`src/rtl/inst_fetch_unit.sv`:
```
// Prefetch FIFO: small circular buffer with synchronous clear, no write-to-read bypass.
// Latency: a pushed entry is visible at the head on the cycle after the push.
// Backpressure: none internally; the writer must use count to avoid overflow.
module fetch_fifo #(
   parameter int W     = 40,
   parameter int DEPTH = 4,
   parameter int CW    = $clog2(DEPTH) + 1
) (
   input  logic          clk,
   input  logic          rst,
   input  logic          clr,
   input  logic          push_vld,
   input  logic [W-1:0]  push_dat,
   input  logic          pop_vld,
   output logic [W-1:0]  head_dat,
   output logic [CW-1:0] count
);

   localparam int PW = $clog2(DEPTH);

   logic [W-1:0]  store [DEPTH];
   logic [PW-1:0] wr_ptr;
   logic [PW-1:0] rd_ptr;

   // Entry storage carries no reset; validity is tracked by count alone.
   always_ff @(posedge clk) begin
      if (push_vld && !clr && !rst) begin
         store[wr_ptr] <= push_dat;
      end
   end

   // Pointer and occupancy bookkeeping; clear wins over push/pop.
   always_ff @(posedge clk) begin
      if (rst || clr) begin
         wr_ptr <= '0;
         rd_ptr <= '0;
         count  <= '0;
      end else begin
         if (push_vld) begin
            wr_ptr <= wr_ptr + PW'(1);
         end
         if (pop_vld) begin
            rd_ptr <= rd_ptr + PW'(1);
         end
         case ({push_vld, pop_vld})
            2'b10:   count <= count + CW'(1);
            2'b01:   count <= count - CW'(1);
            default: count <= count;
         endcase
      end
   end

   assign head_dat = store[rd_ptr];

endmodule

// Instruction fetch: keeps the PC, issues word reads, buffers returns for the decoder.
// Latency: request in cycle N, inst_valid in N+2; one instruction per cycle sustained.
// Backpressure: credit check on count+inflight stops issue when the buffer would fill.
module inst_fetch_unit #(
   parameter int                ADDR_W     = 8,
   parameter int                FIFO_DEPTH = 4,
   parameter logic [ADDR_W-1:0] RESET_PC   = '0
) (
   input  logic              clk,
   input  logic              rst,
   input  logic              run,
   output logic              imem_en,
   output logic [ADDR_W-1:0] imem_addr,
   input  logic [31:0]       imem_data,
   input  logic              redirect,
   input  logic [ADDR_W-1:0] redirect_pc,
   output logic [31:0]       inst,
   output logic [ADDR_W-1:0] inst_pc,
   output logic              inst_valid,
   input  logic              inst_ready
);

   localparam int CW = $clog2(FIFO_DEPTH) + 1;
   localparam int EW = 32 + ADDR_W;

   logic [ADDR_W-1:0] pc;
   logic              inflight;
   logic [ADDR_W-1:0] inflight_pc;
   logic              inflight_kill;

   logic [CW-1:0]     count;
   logic [EW-1:0]     head_dat;
   logic              pop;
   logic              push;
   logic [CW:0]       credit;

   // Head is valid whenever the buffer holds anything; no bypass from imem_data.
   assign inst_valid = (count != '0);
   assign pop        = inst_valid & inst_ready;

   // Entries held after this cycle if nothing new arrives: buffered + outstanding - leaving.
   // pop implies count >= 1, so this never underflows.
   assign credit  = {1'b0, count} + (CW+1)'(inflight) - (CW+1)'(pop);
   assign imem_en = run & ~rst & ~redirect & (credit < (CW+1)'(FIFO_DEPTH));

   assign imem_addr = pc;

   // A returning word is kept only if no redirect flushed it, now or when it was issued.
   assign push = inflight & ~inflight_kill & ~redirect;

   fetch_fifo #(
      .W     (EW),
      .DEPTH (FIFO_DEPTH),
      .CW    (CW)
   ) u_fifo (
      .clk      (clk),
      .rst      (rst),
      .clr      (redirect),
      .push_vld (push),
      .push_dat ({imem_data, inflight_pc}),
      .pop_vld  (pop),
      .head_dat (head_dat),
      .count    (count)
   );

   // Empty stage presents an all-zero word, which decodes as a harmless NOP.
   assign inst    = inst_valid ? head_dat[EW-1:ADDR_W] : 32'h0000_0000;
   assign inst_pc = inst_valid ? head_dat[ADDR_W-1:0]  : '0;

   // PC and outstanding-request tracking; reset beats redirect beats issue.
   always_ff @(posedge clk) begin
      if (rst) begin
         pc            <= RESET_PC;
         inflight      <= 1'b0;
         inflight_pc   <= '0;
         inflight_kill <= 1'b0;
      end else if (redirect) begin
         pc            <= redirect_pc;
         inflight      <= 1'b0;
         inflight_kill <= inflight;
      end else begin
         inflight <= imem_en;
         if (imem_en) begin
            inflight_pc   <= pc;
            pc            <= pc + ADDR_W'(1);
            inflight_kill <= 1'b0;
         end
      end
   end

endmodule
```
`config.mk`:
```
export PLATFORM = sky130hd
export DESIGN_NAME = inst_fetch_unit
export DESIGN_NICKNAME = d
export VERILOG_FILES = /design/src/rtl/inst_fetch_unit.sv
export SDC_FILE = /design/constraint.sdc
export NUM_CORES = 1
export LEC_CHECK = 0
export ABC_AREA = 1
export CAP_MARGIN = 20
export CORE_UTILIZATION = 31
export DETAILED_ROUTE_END_ITERATION = 7
export GPL_ROUTABILITY_DRIVEN = 0
export MAX_ROUTING_LAYER = met4
export PLACE_DENSITY = 0.55
export SYNTH_ARGS = -nofsm -noshare
export SYNTH_HDL_FRONTEND = slang
export SYNTH_SLANG_ARGS = --single-unit
```
`constraint.sdc`:
```
create_clock -name clk -period 5 [get_ports clk]
set_input_delay 0.75 -clock clk [delete_from_list [all_inputs] [get_ports clk]]
set_output_delay 0.75 -clock clk [all_outputs]
set_load 0.02 [all_outputs]
```
======== Word-level counts from Yosys, hierarchy flattened ========
Memories as Yosys holds them, arrays and structs flattened. A register that Yosys moved wholly into a read port is not among the register bits.
Index checks and enable logic that the tools add are counted.
cells by class
  multiplexer cells ....................... 11
  magnitude comparators ................... 1
  add/sub/neg operators ................... 7
  equality and inequality tests ........... 2
  bitwise gates (word level) .............. 9
  reductions and logical operators ........ 10
operator list
  cell                                                count
  two-way mux 32 bit                                  1
  two-way mux 8 bit                                   3
  adder 8 x 1 -> 8 bit, second input constant         1
  bitwise AND 1 bit                                   6
  one-hot mux 3 bit (2 select lines)                  1
  adder 2 x 1 -> 2 bit, second input constant         2
  adder 3 x 1 -> 4 bit                                1
  < comparator 4 x 3 -> 1 bit, second input constant  1
  two-way mux 1 bit                                   4
  two-way mux 2 bit                                   2
  nonzero test 2 bit                                  2
  subtractor 4 x 1 -> 4 bit                           1
  adder 3 x 1 -> 3 bit, second input constant         1
  NOT 1 bit                                           3
  nonzero test 3 bit                                  1
  subtractor 3 x 1 -> 3 bit, second input constant    1
  == test 2 x 1 -> 1 bit, second input constant       1
  == test 2 bit, second input constant                1
  logical AND 1 bit                                   2
  zero test 1 bit                                     2
  AND reduction 2 bit                                 1
  OR reduction 2 bit                                  1
  logical OR 1 bit                                    1
storage, ports and cells
  memory bits (writable) .................. 160
  flip-flop bits (word level) ............. 25
  output and inout bits ................... 50
  input bits .............................. 45
  memories ................................ 1
memory list
  name          words  bits a word  rd ports  clocked after Yosys merged registers in  wr ports  RTL line  text
  u_fifo.store  4      40           1         1                                        1         21        logic [W-1:0] store [DEPTH];

======== Longest topological paths before layout ========
Gate-level depths: netlist of the first run.
  depth after elaboration ................. 7
  depth in mapped cells ................... 15
  depth with buffers taken out ............ 14

======== Modules after synthesis ========
Synthesis of the first run repeated with hierarchy kept, for this count alone.
second synthesis, totals
  cell total of the unflattened synthesis .. 686
  area, all modules ....................... 7816.2 um^2
by module, submodules not included
  module           sequential area each (um^2)  times used  cells each  area each (um^2)
  fetch_fifo       4984.8                       1           444         6487.5
  inst_fetch_unit  360.3                        1           242         1328.8

======== Worst setup path before layout of the first run ========
No wires, ideal clock.
  kind .................................... in2reg
  from .................................... in rst
  to ...................................... mem u_fifo.store[0][0] (enable)
  library setup time ...................... 437 ps
  arrival time ............................ 2885 ps
  buffers on the path ..................... 2
  stages on the path ...................... 5
  path slack .............................. 1678 ps
  data required time ...................... 4563 ps
  path through ............................ buf_6 inv_2 clkbuf_2 nand2_1 nor2_1
between the ends
  word-level cells in the longest chain between the ends .. 4
ends and longest elaborated chain
  item                                     RTL line  text
  start: declaration                       66        input logic rst,
  zero test 1 bit                          27        if (push_vld && !clr && !rst) begin
  logical AND 1 bit                        27
  two-way mux 1 bit                        27
  two-way mux 1 bit (not written as such)  28        store[wr_ptr] <= push_dat;
  end: declaration                         21
Every way passes these cells.

==> results.sh, run 1 <==
export IMPL_status="finished, final reports clean"
export IMPL_hp_class="reg2reg"
export IMPL_cp_depth=5
export IMPL_ios=95
export IMPL_synth_edf_count=160
export IMPL_postCtsHoldBufs=0
export IMPL_worstPathCellList="inv_2 > nor2_1 > o21ai_1 > a21oi_1 > clkdlybuf4s50_1"
export IMPL_holdPathStages=2
export IMPL_htreeDepth=4
export IMPL_postCtsSetupBuffers=0
export IMPL_hold_slack_ns=0.4771
export IMPL_fmax_mhz=244.9
export IMPL_final_cells=1102
export IMPL_grt_max_degree=81
export IMPL_syn_area_mm2=0.007629
export IMPL_cts_root_buf="clkbuf_16"
export IMPL_critPathKind="reg2out"
export IMPL_drtIter0Drc=309
export IMPL_clk_pin_slew_ns=0.07
export IMPL_yosys_area_top_type="edfxtp_1"
export IMPL_mostFrequentLayoutCells="nor2_1 (185), edfxtp_1 (160), clkdlybuf4s50_1 (94)"
export IMPL_numCtsBuffers=17
export IMPL_slowest_stage="dfxtp_2"
export IMPL_drc_errors=0
export IMPL_crit_fanout=41
export IMPL_start_kind="flip-flop"
export IMPL_overflow=0
export IMPL_synthArstFlopShare_pct=0
export IMPL_power_density_mw_per_mm2=341.5
export IMPL_max_slew_margin_rel_pct=33.64
export IMPL_rows=57
export IMPL_grt_pass1_wl_mm=26.32
export IMPL_ir_drop_v=0.0002002
export IMPL_drv_cap=0
export IMPL_coreArea_mm2=0.02425
export IMPL_dieArea_mm2=0.02524
export IMPL_numPlacedInstances=1069
export IMPL_postSynthCellCount=678
export IMPL_initial_utilization_pct=31.46
export IMPL_wl_mm=16.37
export IMPL_cts_tree="built"
export IMPL_ff2ff_path_depth=15
export IMPL_drtAntennaViolNets=0
export IMPL_first_global_vias=4905
export IMPL_syn_nets=734
export IMPL_cp_arrival_ns=3.33
export IMPL_routed_via_density=4.563
export IMPL_finalSetupTns_ns=0
export IMPL_wire_per_inst_um=14.86
export IMPL_max_stage_delay_ns=0.99
export IMPL_area_delta_synth_final_pct=24.90
export IMPL_layout_nets=820
export IMPL_synth_warnings=0
export IMPL_setup_violations=0
export IMPL_layout_commonest_cell="nor2_1"
export IMPL_cts_path_max_buffers=2
export IMPL_synth_seq_cells=187
export IMPL_path_buf_inv=2
export IMPL_dp_hpwl_mm=9.366
export IMPL_io_buffers=94
export IMPL_ys_flop_type="edfxtp_1"
export IMPL_clock_sinks=187
export IMPL_num_vias=5028
export IMPL_synth_seq_area_share_pct=70.07
export IMPL_grtUsageTotal_pct=13.89
export IMPL_die_h_um=158.9
export IMPL_worst_setup_path_end_kind="primary output"
export IMPL_insertion_delay_ns=0.43
export IMPL_tightest_slew_ns=0.9954
export IMPL_cts_resized=0
export IMPL_dr_pass1_iters=6
export IMPL_cp_top_family="buffers and inverters"
export IMPL_rsz0062_at_grt="false"
export IMPL_yosys_top_cells_area="edfxtp_1 (63%), nor2_1 (9.3%), dfxtp_1 (7.1%), o21ai_0 (5.5%), a21oi_1 (3.3%)"
export IMPL_min_period_ns=4.083
export IMPL_ys_types=26
export IMPL_antenna_found_initial=1
export IMPL_fin_skew_ns=0.01362
export IMPL_avgSynthCellArea_um2=11.25
export IMPL_final_hold_violation_count=0
export IMPL_critPathRequiredTime_ns=4.25
export IMPL_drive_gt1_share_pct=9.138
export IMPL_period_share_pct=81.65
export IMPL_p_leak_nw=3.205
export IMPL_die_x_um=158.9
export IMPL_synth_top_area_share_pct=62.98
export IMPL_finalMaxSlewViolations=0
layout make-up:
| class | instances | area, um2 |
|---|---|---|
| clock buffers | 17 | 425.4 |
| fillers | 2351 | 14720 |
| flip-flops and latches | 187 | 5348 |
| clock inverters | 15 | 178.9 |
| repair buffers | 103 | 1008 |
| diodes | 1 | 2.502 |
| well taps | 324 | 405.4 |
| multi-input cells | 424 | 2041 |
| inverters | 31 | 118.9 |
state kept, by name, indices dropped and copies added (netlist names), named ones only:
name / cells
u_fifo.count: 3
imem_addr: 8
inflight: 1
u_fifo.store: 160
u_fifo.rd_ptr: 2
inflight_kill: 1
u_fifo.wr_ptr: 2
inflight_pc: 8
final timing paths:
check                                 startpoint  slack (ns)            to
worst max-delay path                   flip-flop        0.92    inst_pc[7]
worst min-delay path            u_fifo.rd_ptr[1]        0.48     flip-flop
worst max register to register   u_fifo.count[2]        2.55  imem_addr[5]
worst min register to register  u_fifo.rd_ptr[1]        0.48     flip-flop
routing by layer:
metal | global-route usage (%) | vias up | share of wire [%]
li1 | - | 2530 | -
met1 | 17.20 | 2400 | 47
met2 | 22.71 | 88 | 49
met3 | 3.135 | 10 | 3.7
met4 | 4.065 | 0 | 0.93
met5 | - | - | 0
power breakdown:
part | total (W) | leakage [nW] | internal (W) | switching [W]
combinational | 0.000166 | 1.26 | 0.0000749 | 0.0000911
sequential | 0.00172 | 1.66 | 0.00170 | 0.0000133
clock | 0.00137 | 0.292 | 0.000759 | 0.000612
logic make-up (layout without fill, tap and decap cells):
| kind of cell | Yosys count | in the layout | share of synthesized area [%] |
|---|---|---|---|
| and+or+nand+nor | 252 | 252 | 13.35 |
| DFF | 187 | 187 | 70.07 |
| AOI/OAI and AO/OA | 161 | 161 | 11.02 |
| buffers and inverters | 67 | 166 | 3.657 |
| adders and majority gates | 11 | 11 | 1.903 |
| other | 0 | 1 | 0 |
synth_stat cells, types with 2 or more instances:
| cell type | n |
|---|---|
| dfxtp_1 | 27 |
| ha_1 | 10 |
| inv_2 | 5 |
| a21oi_1 | 51 |
| nand3_1 | 17 |
| nand2_2 | 8 |
| a21oi_2 | 8 |
| o21ai_1 | 16 |
| inv_1 | 25 |
| edfxtp_1 | 160 |
| nand4_1 | 3 |
| clkbuf_1 | 25 |
| nand2_1 | 32 |
| o21ai_0 | 84 |
| nor2_1 | 189 |
| buf_6 | 2 |
| buf_2 | 7 |
metrics by stage:
step	cell area [um2]	util [%]	setup WS [ns]	power, W
global placement	8921	36.79	0.9796	0.001918
global route	9528	39.29	0.6679	0.003369
floorplan	7629	-	1.678	0.001828
finish	9528	39.29	0.9173	0.003253
detailed placement	8921	36.79	0.9534	0.001919
CTS	9525	39.28	0.8609	0.003292
worst register-to-register path, cell delays in order (launching register included):
cell,delay (ns)
dfxtp_1,0.45
nor3_4,0.06
nor2_1,0.31
ha_1,0.22
inv_1,0.04
ha_1,0.28
inv_1,0.04
nor2_1,0.07
nand2_1,0.07
nand2_1,0.06
nand2_1,0.04
nand4_1,0.15
buf_4,0.27
nand2_8,0.12
nand2_2,0.08
a21oi_2,0.04
No activity file was read; power rests on OpenSTA's default activity.
==> run 2: changes to the inputs <==
Clock period 5 ns to 4.2 ns, I/O delays scaled along.
==> results.sh, run 2 (synthesis gave the netlist of run 1 again) <==
export IMPL_insertion_delay_ns=0.43
export IMPL_min_period_ns=3.595
export IMPL_cts_resized=0
export IMPL_die_x_um=158.9
export IMPL_tightest_slew_ns=0.9025
export IMPL_htreeDepth=4
export IMPL_clk_pin_slew_ns=0.07
export IMPL_dieArea_mm2=0.02524
export IMPL_drive_gt1_share_pct=9.603
export IMPL_finalSetupTns_ns=0
export IMPL_layout_nets=824
export IMPL_coreArea_mm2=0.02425
export IMPL_ff2ff_path_depth=15
export IMPL_max_slew_margin_rel_pct=39.83
export IMPL_grt_max_degree=81
export IMPL_cp_arrival_ns=2.97
export IMPL_grtUsageTotal_pct=14.05
export IMPL_initial_utilization_pct=31.46
export IMPL_die_h_um=158.9
export IMPL_io_buffers=94
export IMPL_drc_errors=0
export IMPL_finalMaxSlewViolations=0
export IMPL_critPathKind="in2out"
export IMPL_drtAntennaViolNets=0
export IMPL_postCtsSetupBuffers=0
export IMPL_worst_setup_path_end_kind="primary output"
export IMPL_first_global_vias=4881
export IMPL_final_hold_violation_count=0
export IMPL_fill_cells=2348
export IMPL_p_leak_nw=3.203
export IMPL_antenna_found_initial=1
export IMPL_ios=95
export IMPL_setup_violations=0
export IMPL_hp_class="reg2reg"
export IMPL_reg2reg_setup_slack_ns=2.00
export IMPL_top_register="u_fifo.store"
export IMPL_dp_hpwl_mm=9.203
export IMPL_num_vias=5017
export IMPL_fin_skew_ns=0.006647
export IMPL_regToRegStartpoint="u_fifo.count[2]"
export IMPL_clock_sinks=187
export IMPL_dr_pass1_iters=4
export IMPL_rr_endpoint="imem_addr[0]"
export IMPL_cts_path_max_buffers=2
export IMPL_rsz0062_at_grt="false"
export IMPL_fmax_mhz=278.1
export IMPL_routed_via_density=4.536
export IMPL_postCtsHoldBufs=0
export IMPL_crit_fanout=9
export IMPL_worstHoldStart="u_fifo.rd_ptr[1]"
export IMPL_total_power_w=0.003754
export IMPL_layout_commonest_cell="nor2_1"
export IMPL_rows=57
export IMPL_area_delta_synth_final_pct=24.83
export IMPL_start_kind="input port"
export IMPL_period_share_pct=85.60
export IMPL_numCtsBuffers=17
export IMPL_wire_per_inst_um=14.92
export IMPL_wl_mm=16.50
export IMPL_worstSetupEndpoint="imem_en"
export IMPL_critPathRequiredTime_ns=3.57
export IMPL_cts_tree="built"
export IMPL_largest_reg_flops=160
export IMPL_drv_cap=0
export IMPL_cts_root_buf="clkbuf_16"
export IMPL_power_density_mw_per_mm2=394.2
export IMPL_status="finished, final reports clean"
export IMPL_mostFrequentLayoutCells="nor2_1 (185), edfxtp_1 (160), clkdlybuf4s50_1 (94)"
export IMPL_drtIter0Drc=369
export IMPL_ir_drop_v=0.0002584
export IMPL_grt_pass1_wl_mm=26.32
export IMPL_overflow=0
export IMPL_critPathLaunch="inst_ready"
## run 2: cell count changes in the layout (fill, tap and decap cells not counted)
cell / previous run / this run
buf_4: 9 / 12
inv_6: 4 / 3
clkinv_2: 0 / 1
clkinvlp_4: 2 / 3
buf_12: 0 / 1
bufinv_16: 2 / 0
clkinv_4: 1 / 2
## run 2: per-layer routing
layer	vias up	GRT usage [%]	part of all wire, %
met5	-	-	0
met4	0	5.114	1.4
met3	16	3.422	3.5
met2	82	22.09	48
met1	2385	17.59	47
li1	2534	-	-
## run 2: worst min path at each step
stage,to,slack (ns),cells after the start
4_1_cts,flip-flop,0.48,2
5_1_grt,flip-flop,0.50,2
3_5_place_dp,flip-flop,0.47,2
3_3_place_gp,u_fifo.rd_ptr[0],0.46,1
2_1_floorplan,flip-flop,0.44,2
6_report,flip-flop,0.48,2
## run 2: power by group
group | switching (W) | internal [W]
logic | 0.000109 | 0.0000900
registers | 0.0000160 | 0.00203
clock network | 0.000731 | 0.000781
## run 2: cell type report
| cell class | instances | area, um2 | share of cell area, % |
|---|---|---|---|
| clock buffer | 17 | 425.4 | 4.467 |
| inverter | 31 | 118.9 | 1.248 |
| tap | 324 | 405.4 | 4.257 |
| clock inverter | 15 | 131.4 | 1.380 |
| multi-input combinational | 424 | 2041 | 21.43 |
| sequential | 187 | 5348 | 56.16 |
| antenna | 1 | 2.502 | 0.02628 |
| timing repair buffer | 107 | 1051 | 11.04 |
## run 2: per-stage QoR
step	hold WS (ns)	utilization [%]	cell area (um2)	setup slack [ns]	instances
finish	0.4789	39.27	9523	0.6047	1106
global route	0.5047	39.27	9523	0.4213	1106
CTS	0.4842	39.26	9520	0.6095	1105
detailed placement	0.4657	36.97	8964	0.6150	1073
global placement	0.4587	36.97	8964	0.6389	1073
floorplan	0.4416	-	7629	0.9976	678
## run 2: worst max-delay path, stage by stage
cell             delay, ns
clkdlybuf4s50_1       0.45
inv_1                 0.03
nor2_1                0.14
ha_1                  0.16
inv_1                 0.04
ha_1                  0.28
inv_1                 0.04
nor2_1                0.08
nand2_1               0.07
nand3_1               0.07
nand4_1               0.18
inv_4                 0.16
clkdlybuf4s50_1       0.64
==> run 3: changes to the inputs <==
Settings changed: PLACE_DENSITY 0.55 to 0.56, REMOVE_ABC_BUFFERS set to 1.
Clock period 4.2 ns to 3.1 ns, I/O delays scaled along.
==> results.sh, run 3 (synthesis gave the netlist of run 1 again) <==
export IMPL_status="finished, final reports clean"
export IMPL_insertion_delay_ns=0.43
export IMPL_top_register="u_fifo.store"
export IMPL_layout_commonest_cell="nor2_1"
export IMPL_numCtsBuffers=17
export IMPL_clk_pin_slew_ns=0.07
export IMPL_overflow=0
export IMPL_io_buffers=94
export IMPL_layout_nets=827
export IMPL_cts_root_buf="clkbuf_16"
export IMPL_grt_pass1_wl_mm=26.77
export IMPL_rsz0062_at_grt="false"
export IMPL_min_period_ns=2.897
export IMPL_slowest_stage="clkdlybuf4s50_1"
export IMPL_wire_per_inst_um=14.93
export IMPL_final_hold_violation_count=0
export IMPL_dp_slack_ns=-0.08789
export IMPL_num_vias=5014
export IMPL_fin_skew_ns=0.01130
export IMPL_ios=95
export IMPL_drtAntennaViolNets=0
export IMPL_drtIter0Drc=316
export IMPL_worst_setup_path_end_kind="primary output"
export IMPL_hp_class="reg2reg"
export IMPL_die_x_um=158.9
export IMPL_coreArea_mm2=0.02425
export IMPL_dieArea_mm2=0.02524
export IMPL_crit_fanout=43
export IMPL_critPathMostFrequentCell="nor2_1"
export IMPL_critPathKind="reg2out"
export IMPL_period_share_pct=93.44
export IMPL_numPlacedInstances=1076
export IMPL_drv_cap=0
export IMPL_antenna_found_initial=0
export IMPL_grtUsageTotal_pct=14.19
export IMPL_holdPathEnd="u_fifo.rd_ptr[1]"
export IMPL_final_cells=1107
export IMPL_finalSetupTns_ns=0
export IMPL_die_h_um=158.9
export IMPL_postCtsHoldBufs=0
export IMPL_area_delta_synth_final_pct=26.34
export IMPL_rr_endpoint="imem_addr[4]"
export IMPL_grt_max_degree=49
export IMPL_worstPathCellList="buf_4 > nor2_1 > nor2_1 > o21ai_0 > a21oi_1 > clkdlybuf4s50_1"
export IMPL_p_leak_nw=3.252
export IMPL_drc_errors=0
export IMPL_ir_drop_v=0.0002957
export IMPL_fmax_mhz=345.2
export IMPL_mostFrequentLayoutCells="nor2_1 (185), edfxtp_1 (160), clkdlybuf4s50_1 (92)"
export IMPL_routed_via_density=4.529
export IMPL_initial_utilization_pct=31.46
export IMPL_clock_sinks=187
export IMPL_setup_ws_ns=0.2033
export IMPL_htreeDepth=4
export IMPL_finalMaxSlewViolations=0
export IMPL_ff2ff_path_depth=15
export IMPL_wl_mm=16.53
export IMPL_antennaDiodeCount=0
export IMPL_holdPathStages=2
export IMPL_dp_hpwl_mm=9.333
export IMPL_cts_tree="built"
export IMPL_power_density_mw_per_mm2=542.7
export IMPL_dr_pass1_iters=4
export IMPL_cp_arrival_ns=2.43
export IMPL_max_slew_margin_rel_pct=60.54
export IMPL_first_global_vias=5038
export IMPL_drive_gt1_share_pct=9.962
export IMPL_start_kind="flip-flop"
export IMPL_regToRegStartpoint="u_fifo.count[2]"
export IMPL_reg2reg_setup_slack_ns=0.91
export IMPL_max_stage_delay_ns=0.67
export IMPL_setup_violations=0
export IMPL_rows=57
export IMPL_cts_path_max_buffers=2
export IMPL_critPathRequiredTime_ns=2.63
export IMPL_largest_reg_flops=160
export IMPL_worstHoldStart="u_fifo.rd_ptr[1]"
export IMPL_tightest_slew_ns=0.5918
-- run 3: metal layers --
layer / routed length (um) / track usage, % / share of wire [%]
met3: 621 / 3.292 / 3.8
met1: 7727 / 17.54 / 47
met4: 165 / 4.240 / 1.0
met5: 0 / - / 0
met2: 8019 / 23.13 / 49
-- run 3: worst max-delay path by stage --
stage                          startpoint       end  slack [ns]  depth (start not counted)
final                           flip-flop  inst[11]        0.20                          6
after global routing           inst_ready   imem_en        0.07                         14
after CTS                       flip-flop  inst[11]        0.17                          6
after detailed placement       inst_ready   imem_en       -0.09                         14
after global placement         inst_ready   imem_en       -0.08                         13
after floorplan           u_fifo.count[0]   imem_en       -0.95                         12
-- run 3: metrics by stage --
stage	power (W)	cell area (um2)	hold slack (ns)	utilization, %
floorplan	0.002937	7468	0.4416	-
detailed placement	0.003100	9049	0.4586	37.32
finish	0.005230	9638	0.4791	39.75
global placement	0.003097	9049	0.4607	37.32
global route	0.005423	9638	0.4998	39.75
CTS	0.005292	9642	0.4793	39.76
-- run 3: repair_timing --
item	CTS	global route
setup endpoints to repair	1	1
resized for setup	1	2
hold endpoints to repair	0	0
buffers inserted	0	0
gates cloned	0	0
-- run 3: layout make-up --
cell class	instances	area (um2)
inverters	31	118.9
fillers	2365	14610
clock inverters	14	168.9
well taps	324	405.4
flip-flops and latches	187	5350
clock buffers	17	425.4
repair buffers	110	1129
multi-input cells	424	2041
-- run 3: power by group --
part,total (W),switching [W],leakage [nW],internal (W)
clock,0.00219,0.000922,0.278,0.00127
combinational,0.000271,0.000147,1.32,0.000124
sequential,0.00277,0.0000222,1.66,0.00275
total,0.00523,0.00109,3.25,0.00414
-- run 3: critical path, delay by kind of cell (launching register included) --
family,cells,cell delay [ns]
simple gates,2,0.19
buf+inv,2,1.07
flops,1,0.35
compound gates,2,0.38
==> RTL edit, RTL diff (settings of run 3) <==
Make the reset (`rst`) asynchronous in one clocked block.
--- a/src/rtl/inst_fetch_unit.sv
+++ b/src/rtl/inst_fetch_unit.sv
@@ -126,3 +126,3 @@
    // PC and outstanding-request tracking; reset beats redirect beats issue.
-   always_ff @(posedge clk) begin
+   always_ff @(posedge clk or posedge rst) begin
       if (rst) begin
Formal check against the unedited RTL: differs if rst is asserted again (counterexample within 4 cycles, from zero or initial values and one cycle with rst high); with rst held inactive, the same outputs for 4 cycles.
==> RTL edit against run 3 <==
- combinational power up 30%
- wire length is 0.30% higher
- total power grew 0.51%
- register-to-register slack worse by 0.19 ns
- sequential cell count is the same
- worst setup slack better by 0.00096 ns
- count of clock-buffer cells in the layout rose by 2
- synthesized cell count shrank 0.88%
- final area increased by 1.2%
- area after synthesis increased by 1.1%
- critical path type is now in2out
- critical endpoint is now imem_en
==> RTL edit: results (changes against run 3) <==
| Metric | Value |
|---|---|
| Status | `finished clean` |
| GR Layer Usage met1 | `0.171 (-0.00483)` |
| Dpl ws | `-0.186 ns (-0.0977 ns)` |
| Placed cell area | `9190 µm² (+1.6%)` |
| Ranking of synthesized cells by area | `edfxtp_1, nor2_1, dfrtp_1` |
| Max VDD drop | `0.290 mV (-1.8%)` |
| Seq/Total Area, Yosys | `0.705 (+0.00395)` |
| Power Sequential | `2.87 mW (+4%)` |
| Net Sw Frac | `0.223 (+0.0147)` |
| GR Util met2 | `0.224 (-0.00716)` |
| Routed wl met3 | `625 µm (+0.64%)` |
| Hold WC Path Type | `in2async` |
| Fillers | `2341 (-1.0%)` |
| Nets | `826 (-0.12%)` |
| XOR/XNOR Fraction of Synth Area | `0.00114 (+0.00114)` |
| R2R Setup Slk | `0.72 ns (-0.19 ns)` |
| Length of routed met2 wiring | `8140 µm (+1.5%)` |
| Largest net degree at the start of global routing | `53 (+8.2%)` |
| Highest cell delay on the worst timing path | `0.47 ns (-0.20 ns)` |
| Worst Path Max Fanout | `4 (-91%)` |
| Avg Vias per Cell | `4.53 (+0.11%)` |
| HPWL after DPL | `9510 µm (+1.8%)` |
| Global-route wire length before repair | `26200 µm (-2.2%)` |
| Post-synth cell types | `30 (+15%)` |
| Worst Clk Skew | `0.00972 ns (-0.00158 ns)` |
| Routed WL | `16600 µm (+0.30%)` |
| Share of layout cells above drive strength 1 | `0.0997 (+0.000127)` |
[RTL edit: cell types whose count changed after synthesis, sizes merged, moves of 5 or more]
cell	run 3	this run
buf	10	15
nand2	41	65
dfxtp	27	9
a21oi	59	48
o21ai	100	93
dfrtp	0	18
nor2	189	177
clkbuf	26	19
[RTL edit: stage by stage]
step / utilization / hold WS, ns / cells
after global placement: 0.377 / 0.452 / 1074
after global routing: 0.400 / 0.425 / 1106
after floorplan: - / 0.312 / 638
final: 0.400 / 0.388 / 1106
after detailed placement: 0.377 / 0.456 / 1074
after CTS: 0.399 / 0.389 / 1105
[RTL edit: worst min-delay path: cells and delay by family]
family	cells	cell delay, ns
buffers and inverters	3	0.72
[RTL edit: area by class of cell]
class	instances	area, µm²	area share
clock inverters	12	114	0.0117
inverters	31	116	0.0119
multi-input cells	420	2030	0.208
repair buffers	113	1220	0.125
flip-flops and latches	187	5440	0.558
well taps	324	405	0.0415
clock buffers	19	433	0.0444
